==> config.mk <==
export PLATFORM = sky130hd
export DESIGN_NAME = prog_loader_flat
export DESIGN_NICKNAME = d
export VERILOG_FILES = /design/src/rtl/prog_loader_pkg.sv /design/src/rtl/prog_loader_if.sv /design/src/rtl/prog_loader.sv /design/src/flat_wrapper.sv
export SDC_FILE = /design/constraint.sdc
export NUM_CORES = 1
export LEC_CHECK = 0
export ABC_AREA = 1
export ABC_CLOCK_PERIOD_IN_PS = 3600
export CELL_PAD_IN_SITES_DETAIL_PLACEMENT = 1
export CELL_PAD_IN_SITES_GLOBAL_PLACEMENT = 2
export CORE_MARGIN = 4
export CORE_UTILIZATION = 23
export CTS_CLUSTER_SIZE = 8
export DETAILED_ROUTE_END_ITERATION = 8
export GPL_TIMING_DRIVEN = 1
export PLACE_DENSITY = 0.84
export SETUP_SLACK_MARGIN = 0.05
export SLEW_MARGIN = 15
export SYNTH_ARGS = -nofsm -noshare
export SYNTH_HDL_FRONTEND = slang
export SYNTH_SLANG_ARGS = --single-unit
==> constraint.sdc <==
create_clock -name clk -period 3.6 [get_ports clk]
set_input_delay 0.9 -clock clk [delete_from_list [all_inputs] [get_ports clk]]
set_output_delay 0.9 -clock clk [all_outputs]
set_load 0.005 [all_outputs]
==> src/rtl/prog_loader_pkg.sv <==
// Shared types and default widths for the program loader and its environment.
package prog_loader_pkg;

  localparam int unsigned PlAddrW = 8;
  localparam int unsigned PlDataW = 32;

  typedef enum logic [2:0] {
    StIdle,
    StClear,
    StLoad,
    StRun,
    StError
  } pl_state_e;

endpackage

==> src/rtl/prog_loader_if.sv <==
// Word-stream source handshake plus program-memory write port and core control.
interface prog_loader_if #(
  parameter int unsigned ADDR_W = prog_loader_pkg::PlAddrW,
  parameter int unsigned DATA_W = prog_loader_pkg::PlDataW
);

  logic              start;
  logic              in_valid;
  logic [DATA_W-1:0] in_data;
  logic              in_last;
  logic              in_ready;
  logic              prog_w;
  logic [ADDR_W-1:0] prog_addr;
  logic [DATA_W-1:0] prog_data;
  logic              cpu_clr;
  logic              busy;
  logic              done;
  logic              err;

  // Controller/source side.
  modport master (
    output start, in_valid, in_data, in_last,
    input  in_ready, prog_w, prog_addr, prog_data, cpu_clr, busy, done, err
  );

  // Loader side.
  modport slave (
    input  start, in_valid, in_data, in_last,
    output in_ready, prog_w, prog_addr, prog_data, cpu_clr, busy, done, err
  );

endinterface

==> src/rtl/prog_loader.sv <==
// Program loader: optionally zero-fills program memory, then streams words into it
// and holds the core in reset until a complete program has been written.
module prog_loader
  import prog_loader_pkg::*;
#(
  parameter int unsigned ADDR_W    = PlAddrW,
  parameter int unsigned DATA_W    = PlDataW,
  parameter bit          CLEAR_MEM = 1'b1
) (
  input  logic         clk,
  input  logic         clr,
  prog_loader_if.slave bus
);

  localparam logic [ADDR_W-1:0] CntMax = {ADDR_W{1'b1}};
  localparam logic [ADDR_W-1:0] CntOne = ADDR_W'(1);

  pl_state_e         state_q, state_d;
  logic [ADDR_W-1:0] cnt_q, cnt_d;
  logic [ADDR_W-1:0] prog_addr_q, prog_addr_d;
  logic [DATA_W-1:0] prog_data_q, prog_data_d;
  logic              prog_w_q, prog_w_d;
  logic              in_ready_q, in_ready_d;
  logic              cpu_clr_q, cpu_clr_d;
  logic              busy_q, busy_d;
  logic              done_q, done_d;
  logic              err_q, err_d;
  logic              hs;

  // State register; clr wins over everything.
  always_ff @(posedge clk) begin
    if (clr) begin
      state_q <= StIdle;
    end else begin
      state_q <= state_d;
    end
  end

  // Next state, shared clear/word counter and registered output values.
  always_comb begin
    state_d     = state_q;
    cnt_d       = cnt_q;
    prog_w_d    = 1'b0;
    prog_addr_d = prog_addr_q;
    prog_data_d = prog_data_q;
    hs          = (state_q == StLoad) && in_ready_q && bus.in_valid;

    unique case (state_q)
      StIdle, StRun, StError: begin
        if (bus.start) begin
          state_d = CLEAR_MEM ? StClear : StLoad;
          cnt_d   = '0;
        end
      end
      StClear: begin
        prog_w_d    = 1'b1;
        prog_addr_d = cnt_q;
        prog_data_d = '0;
        if (cnt_q == CntMax) begin
          state_d = StLoad;
          cnt_d   = '0;
        end else begin
          cnt_d = cnt_q + CntOne;
        end
      end
      StLoad: begin
        if (hs) begin
          prog_w_d    = 1'b1;
          prog_addr_d = cnt_q;
          prog_data_d = bus.in_data;
          if (bus.in_last) begin
            state_d = StRun;
          end else if (cnt_q == CntMax) begin
            // Memory full but the program keeps going.
            state_d = StError;
          end else begin
            cnt_d = cnt_q + CntOne;
          end
        end
      end
      default: state_d = StIdle;
    endcase

    // Ready only once settled in LOAD, and dropped on the accepting edge of the last word.
    in_ready_d = (state_q == StLoad) && (state_d == StLoad);
    cpu_clr_d  = (state_q != StRun);
    busy_d     = (state_q == StClear) || (state_q == StLoad);
    done_d     = (state_q == StRun);
    err_d      = (state_q == StError);
  end

  // Output and counter registers; a handshake coinciding with clr is dropped.
  always_ff @(posedge clk) begin
    if (clr) begin
      cnt_q       <= '0;
      prog_w_q    <= 1'b0;
      prog_addr_q <= '0;
      prog_data_q <= '0;
      in_ready_q  <= 1'b0;
      cpu_clr_q   <= 1'b1;
      busy_q      <= 1'b0;
      done_q      <= 1'b0;
      err_q       <= 1'b0;
    end else begin
      cnt_q       <= cnt_d;
      prog_w_q    <= prog_w_d;
      prog_addr_q <= prog_addr_d;
      prog_data_q <= prog_data_d;
      in_ready_q  <= in_ready_d;
      cpu_clr_q   <= cpu_clr_d;
      busy_q      <= busy_d;
      done_q      <= done_d;
      err_q       <= err_d;
    end
  end

  assign bus.in_ready  = in_ready_q;
  assign bus.prog_w    = prog_w_q;
  assign bus.prog_addr = prog_addr_q;
  assign bus.prog_data = prog_data_q;
  assign bus.cpu_clr   = cpu_clr_q;
  assign bus.busy      = busy_q;
  assign bus.done      = done_q;
  assign bus.err       = err_q;

endmodule

==> src/flat_wrapper.sv <==
// flat-port wrapper written by rule: the top's interface ports become plain ports
module prog_loader_flat import prog_loader_pkg::*;
#(
  parameter int unsigned ADDR_W    = PlAddrW,
  parameter int unsigned DATA_W    = PlDataW,
  parameter bit          CLEAR_MEM = 1'b1
)
  (clk, clr, bus_start, bus_in_valid, bus_in_data, bus_in_last, bus_in_ready, bus_prog_w, bus_prog_addr, bus_prog_data, bus_cpu_clr, bus_busy, bus_done, bus_err);
  prog_loader_if #(.ADDR_W(ADDR_W), .DATA_W(DATA_W)) bus_i ();
  input  logic clk;
  input  logic clr;
  input wire logic [$bits(bus_i.start)-1:0] bus_start;
  input wire logic [$bits(bus_i.in_valid)-1:0] bus_in_valid;
  input wire logic [$bits(bus_i.in_data)-1:0] bus_in_data;
  input wire logic [$bits(bus_i.in_last)-1:0] bus_in_last;
  output wire logic [$bits(bus_i.in_ready)-1:0] bus_in_ready;
  output wire logic [$bits(bus_i.prog_w)-1:0] bus_prog_w;
  output wire logic [$bits(bus_i.prog_addr)-1:0] bus_prog_addr;
  output wire logic [$bits(bus_i.prog_data)-1:0] bus_prog_data;
  output wire logic [$bits(bus_i.cpu_clr)-1:0] bus_cpu_clr;
  output wire logic [$bits(bus_i.busy)-1:0] bus_busy;
  output wire logic [$bits(bus_i.done)-1:0] bus_done;
  output wire logic [$bits(bus_i.err)-1:0] bus_err;
  assign bus_i.start = bus_start;
  assign bus_i.in_valid = bus_in_valid;
  assign bus_i.in_data = bus_in_data;
  assign bus_i.in_last = bus_in_last;
  assign bus_in_ready = bus_i.in_ready;
  assign bus_prog_w = bus_i.prog_w;
  assign bus_prog_addr = bus_i.prog_addr;
  assign bus_prog_data = bus_i.prog_data;
  assign bus_cpu_clr = bus_i.cpu_clr;
  assign bus_busy = bus_i.busy;
  assign bus_done = bus_i.done;
  assign bus_err = bus_i.err;
  prog_loader #(.ADDR_W(ADDR_W), .DATA_W(DATA_W), .CLEAR_MEM(CLEAR_MEM)) u_core (.clk(clk), .clr(clr), .bus(bus_i));
endmodule
==> results of run 1 <==
-- per-stage QoR --
step	hold WS, ps	instance area [sq um]	setup slack (ps)
finish	465	3460	1260
global route	485	3460	1100
CTS	469	3460	1230
detailed placement	457	3230	893
global placement	448	3230	949
floorplan	441	2330	1830
-- cell usage after synthesis, drive strengths merged --
cell type / n / area share
ha: 1 / 0.0054
nand3: 16 / 0.034
buf: 8 / 0.033
nand3b: 1 / 0.0032
dfxtp: 57 / 0.49
a21oi: 49 / 0.11
nand2: 103 / 0.18
nor2: 20 / 0.047
clkbuf: 5 / 0.0081
nand4: 5 / 0.013
nor3: 3 / 0.011
o211ai: 1 / 0.0032
o21ai: 9 / 0.019
inv: 26 / 0.044
-- final cells by class --
class                           count  area, sq um  share of cell area
Inverter                           26          103              0.0296
Clock buffer                        9          124              0.0358
Tap cell                          133          166              0.0481
Multi-Input combinational cell    208          992               0.287
Timing Repair Buffer               83          828               0.239
Sequential cell                    57         1140               0.330
Clock inverter                      6          108              0.0311
-- layer usage --
metal	wire, um	up-vias	share of wire
met5	0	-	0
met4	115	0	0.016
met3	394	13	0.055
met2	3330	59	0.46
met1	3370	1030	0.47
li1	-	1135	-
-- worst min path at each step --
stage,from,slack (ps),cells past startpoint,to
after floorplan,u_core.cnt_q[5],440,2,u_core.cnt_q[5]
after global placement,u_core.bus.prog_data[28],450,2,u_core.bus.prog_data[28]
after detailed placement,u_core.bus.prog_data[2],460,2,u_core.bus.prog_data[2]
after CTS,u_core.bus.prog_data[10],470,2,u_core.bus.prog_data[10]
after global routing,u_core.bus.prog_data[15],490,2,u_core.bus.prog_data[15]
final,u_core.bus.prog_data[10],470,2,u_core.bus.prog_data[10]
-- logic make-up (layout without fill, tap and decap cells) --
| logic type | Yosys count | in the layout | synth area share |
|---|---|---|---|
| simple gates | 148 | 148 | 0.289 |
| buf+inv | 39 | 124 | 0.0848 |
| compound gates | 59 | 59 | 0.131 |
| fa+ha+maj | 1 | 1 | 0.00537 |
| flops | 57 | 57 | 0.490 |
-- where the power goes --
part           internal [mW]  total, mW  switching [mW]
clock                  0.453      0.707           0.254
sequential             0.641      0.648         0.00663
combinational         0.0624      0.124          0.0617
-- critical path, delay by kind of cell --
family	cells	cell delay, ps
buffers and inverters	3	710
AND/OR/NAND/NOR	4	840
AO/OA/AOI/OAI	1	60
-- registers in the layout, summed over array words and instances (netlist names) --
register              cells
u_core.bus.prog_addr      8
u_core.bus.prog_data     32
u_core.bus.err            1
u_core.bus.in_ready       1
u_core.bus.cpu_clr        1
u_core.state_q            3
u_core.bus.prog_w         1
u_core.bus.done           1
u_core.bus.busy           1
u_core.cnt_q              8
==> impl_metrics.toml, run 1 <==
[grt]
grt_usage = 0.125
met1_usage = 0.158
grt_use_met3 = 0.0432
grt_max_degree = 35
grt_pass1_wl_um = 11600
gr-total-overflow = 0
top_usage_layer = "met2"
grt_pass1_vias = 2382
antenna_found_initial = 0
use_met2 = 0.203

[setup_path]
cp_slowest_cell = "clkdlybuf4s50_1"
crit_arrival_ps = 2530
timing.rr.start = "u_core.state_q[1]"
crit_path_end = "u_core.bus.prog_data[0]"
slowest_delay_ps = 460
r2r_end = "u_core.bus.prog_data[0]"
setup.worst_path.end_class = "flip-flop"
crit_chain = "clkdlybuf4s50_1 > nand2_1 > nor2_8 > inv_4 > nand2_8 > inv_4 > nand2_1 > a21oi_1"
crit_required_ps = 3790
crit_start = "bus_in_valid"
worstRegToRegCells = 9
startpoint_type = "primary input"
regToRegSetupSlack_ps = 1750
crit_fanout = 34
crit_type = "primary input to flip-flop"

[detailed_routing]
first_pass_iters = 4
first_iter_violations = 95
drc = 0
wl_um = 7210
final_antenna_net_count = 0
viasPerCell = 4.29
vias = 2237
wire_per_inst_um = 13.8

[final_layout]
fin_util = 0.353
insertedDiodeCount = 0
final_common_cell = "nand2_1"
syn_to_final_growth_pct = 48.5
final_layout_size_suffix_gt1_frac = 0.0874
layout_common_cells = "nand2_1 (99), clkdlybuf4s50_1 (82), dfxtp_1 (57)"
num-nets-final = 423
stdcell_count = 522
n_fill_cell = 1225

[cts]
htreeDepth = 3
clock_sinks = 57
cts_resized = 0
cts_buffer_depth = 2
cts_buffers = 9
cts_setup_buffers = 0
clk_latency_ps = 330
cts_tree = "built"
hold_buffers = 0
clk_pin_slew_worst_paths_ps = 60
cts_root_buf = "clkbuf_8"

[yosys]
ys_seq_area_frac = 0.490
synth_seq_cells = 57
yosysWarnings = 0
syn_area_sq_mm = 0.00233
syn-num-nets = 342
synth_area_per_cell_sq_um = 7.67
postSynthCellCount = 304
synth_cell_types = 28

[die]
dieArea_sq_mm = 0.0118
num_rows = 36
start_util = 0.237
die_h_um = 109
ios = 83
fp.dieW_um = 109
coreArea_sq_mm = 0.00982

[sta]
hold_viol = 0
tightest_slew_ps = 619
fin_crit_sh = 0.650
relSlewSlack = 0.586
setup_tns_ps = 0
fin_crit_ps = 2340
slew_viol_final = 0
skew_ps = 9.73
fmax_mhz = 427
finalSetupViolations = 0
grt_setup_unrepaired = "false"

[power_and_ir_drop]
cellPowerDensity_mw_per_mm2 = 427
total_leakage_power_nw = 1.26
power.total_mw = 1.48
irDropWorstVdd_v = 0.000166

[placement]
dpl.hpwl_um = 5260
portBuffers = 82
dp.cells = 507
gp_congestion = 0.812

[run_status]
status = "complete, no violations"

[hold_path]
hp-class = "flip-flop to flip-flop"

[job]
drv_cap = 0
(Power assumes the default switching activity.)
==> run 2: changes to the inputs <==
Settings changed: ABC_CLOCK_PERIOD_IN_PS 3600 to 2400.
Clock period 3.6 ns to 2.4 ns, I/O delays scaled along.
==> impl_metrics.toml, run 2 (same netlist as run 1, synthesis figures left out) <==
[run_status]
status = "complete, no violations"

[grt]
grt_pass1_vias = 2300
grt_usage = 0.127
gr-total-overflow = 0
grt_pass1_wl_um = 11700
grt_max_degree = 35
antenna_found_initial = 0

[sta]
finalSetupViolations = 0
fmax_mhz = 557
setup_tns_ps = 0
fin_crit_sh = 0.748
relSlewSlack = 0.706
tightest_slew_ps = 441
skew_ps = 7.32
whs_ps = 463
hold_viol = 0
slew_viol_final = 0
grt_setup_unrepaired = "false"
fin_crit_ps = 1800

[power_and_ir_drop]
p_comb_frac = 0.087
power.total_mw = 2.13
cellPowerDensity_mw_per_mm2 = 615
irDropWorstVdd_v = 0.000354
power_frac_clock = 0.457
swShare = 0.231
p_sw_uw = 492
p_seq_frac = 0.456
total_leakage_power_nw = 1.26
p_int_mw = 1.64

[final_layout]
final_common_cell = "nand2_1"
n_fill_cell = 1214
multiInputGateArea_sq_um = 992
largest_reg_flops = 32
syn_to_final_growth_pct = 48.6
regArea_sq_mm = 0.00114
insertedDiodeCount = 0
final_area_sq_mm = 0.00346
num-nets-final = 426
final_layout_size_suffix_gt1_frac = 0.0941
layout_common_cells = "nand2_1 (99), clkdlybuf4s50_1 (82), dfxtp_1 (57)"

[placement]
gp_congestion = 0.801
postPlaceCellArea_sq_mm = 0.00325
portBuffers = 82
dpl.hpwl_um = 5280

[hold_path]
hold_start = "u_core.bus.prog_data[30]"
holdPathEnd = "u_core.bus.prog_data[30]"
min_delay_path_depth = 2
hp-class = "flip-flop to flip-flop"

[cts]
cts_resized = 0
cts_tree = "built"
cts_setup_buffers = 0
clock_sinks = 57
hold_buffers = 0
clk_latency_ps = 340
cts_buffers = 9
htreeDepth = 3
clk_pin_slew_worst_paths_ps = 60
cts_root_buf = "clkbuf_8"
cts_buffer_depth = 2

[detailed_routing]
viasPerCell = 4.29
wl_um = 7180
first_iter_violations = 99
drc = 0
first_pass_iters = 4
final_antenna_net_count = 0
wire_per_inst_um = 13.7
vias = 2255

[setup_path]
startpoint_type = "flip-flop"
worstRegToRegCells = 9
crit_family = "buffers and inverters"
slowest_delay_ps = 510
regToRegSetupSlack_ps = 650
cp_slowest_cell = "clkdlybuf4s50_1"
setup.worst_path.end_class = "output port"
crit_fanout = 2
crit_chain = "clkdlybuf4s50_1"
r2r_end = "u_core.cnt_q[6]"
timing.rr.start = "u_core.cnt_q[1]"
crit_required_ps = 1800
crit_buf_inv = 1
crit_arrival_ps = 1200
crit_type = "flip-flop to output port"

[die]
start_util = 0.237
ios = 83
dieArea_sq_mm = 0.0118
coreArea_sq_mm = 0.00982
die_h_um = 109
fp.dieW_um = 109
num_rows = 36

[job]
drv_cap = 0
[run 2: power groups by stage]
stage / registers, mW / clock network (mW) / logic [mW]
finish: 0.971 / 0.972 / 0.186
global route: 0.972 / 1.06 / 0.205
CTS: 0.971 / 1.02 / 0.190
detailed placement: 0.992 / 0 / 0.189
global placement: 0.992 / 0 / 0.187
floorplan: 0.992 / 0 / 0.0871
[run 2: layout make-up]
class,count,area share
Tap cell,133,0.0480
Multi-Input combinational cell,208,0.286
Clock buffer,10,0.0368
Sequential cell,57,0.329
Inverter,26,0.0296
Timing Repair Buffer,86,0.246
Clock inverter,6,0.0238
[run 2: worst max path at each step]
stage                                   startpoint                  endpoint  depth (start not counted)
final                     u_core.bus.prog_data[16]         bus_prog_data[16]                          1
after global routing               u_core.cnt_q[1]           u_core.cnt_q[6]                          9
after CTS                  u_core.bus.prog_addr[1]          bus_prog_addr[1]                          1
after detailed placement              bus_in_valid  u_core.bus.prog_data[16]                          8
after global placement                bus_in_valid   u_core.bus.prog_data[5]                          6
after floorplan                       bus_in_valid           u_core.cnt_q[6]                          8
[run 2: layer usage]
metal	global-route usage	vias to the layer above	share of wire
li1	-	1143	-
met1	0.161	1043	0.46
met2	0.202	59	0.46
met3	0.0426	10	0.059
met4	0.0433	0	0.015
met5	0	-	0
[run 2: metrics by stage]
stage,std cells,utilization,setup WS (ps)
floorplan,304,-,931
global placement,510,0.331,324
detailed placement,510,0.331,275
CTS,526,0.353,574
global route,526,0.353,463
finish,526,0.353,604
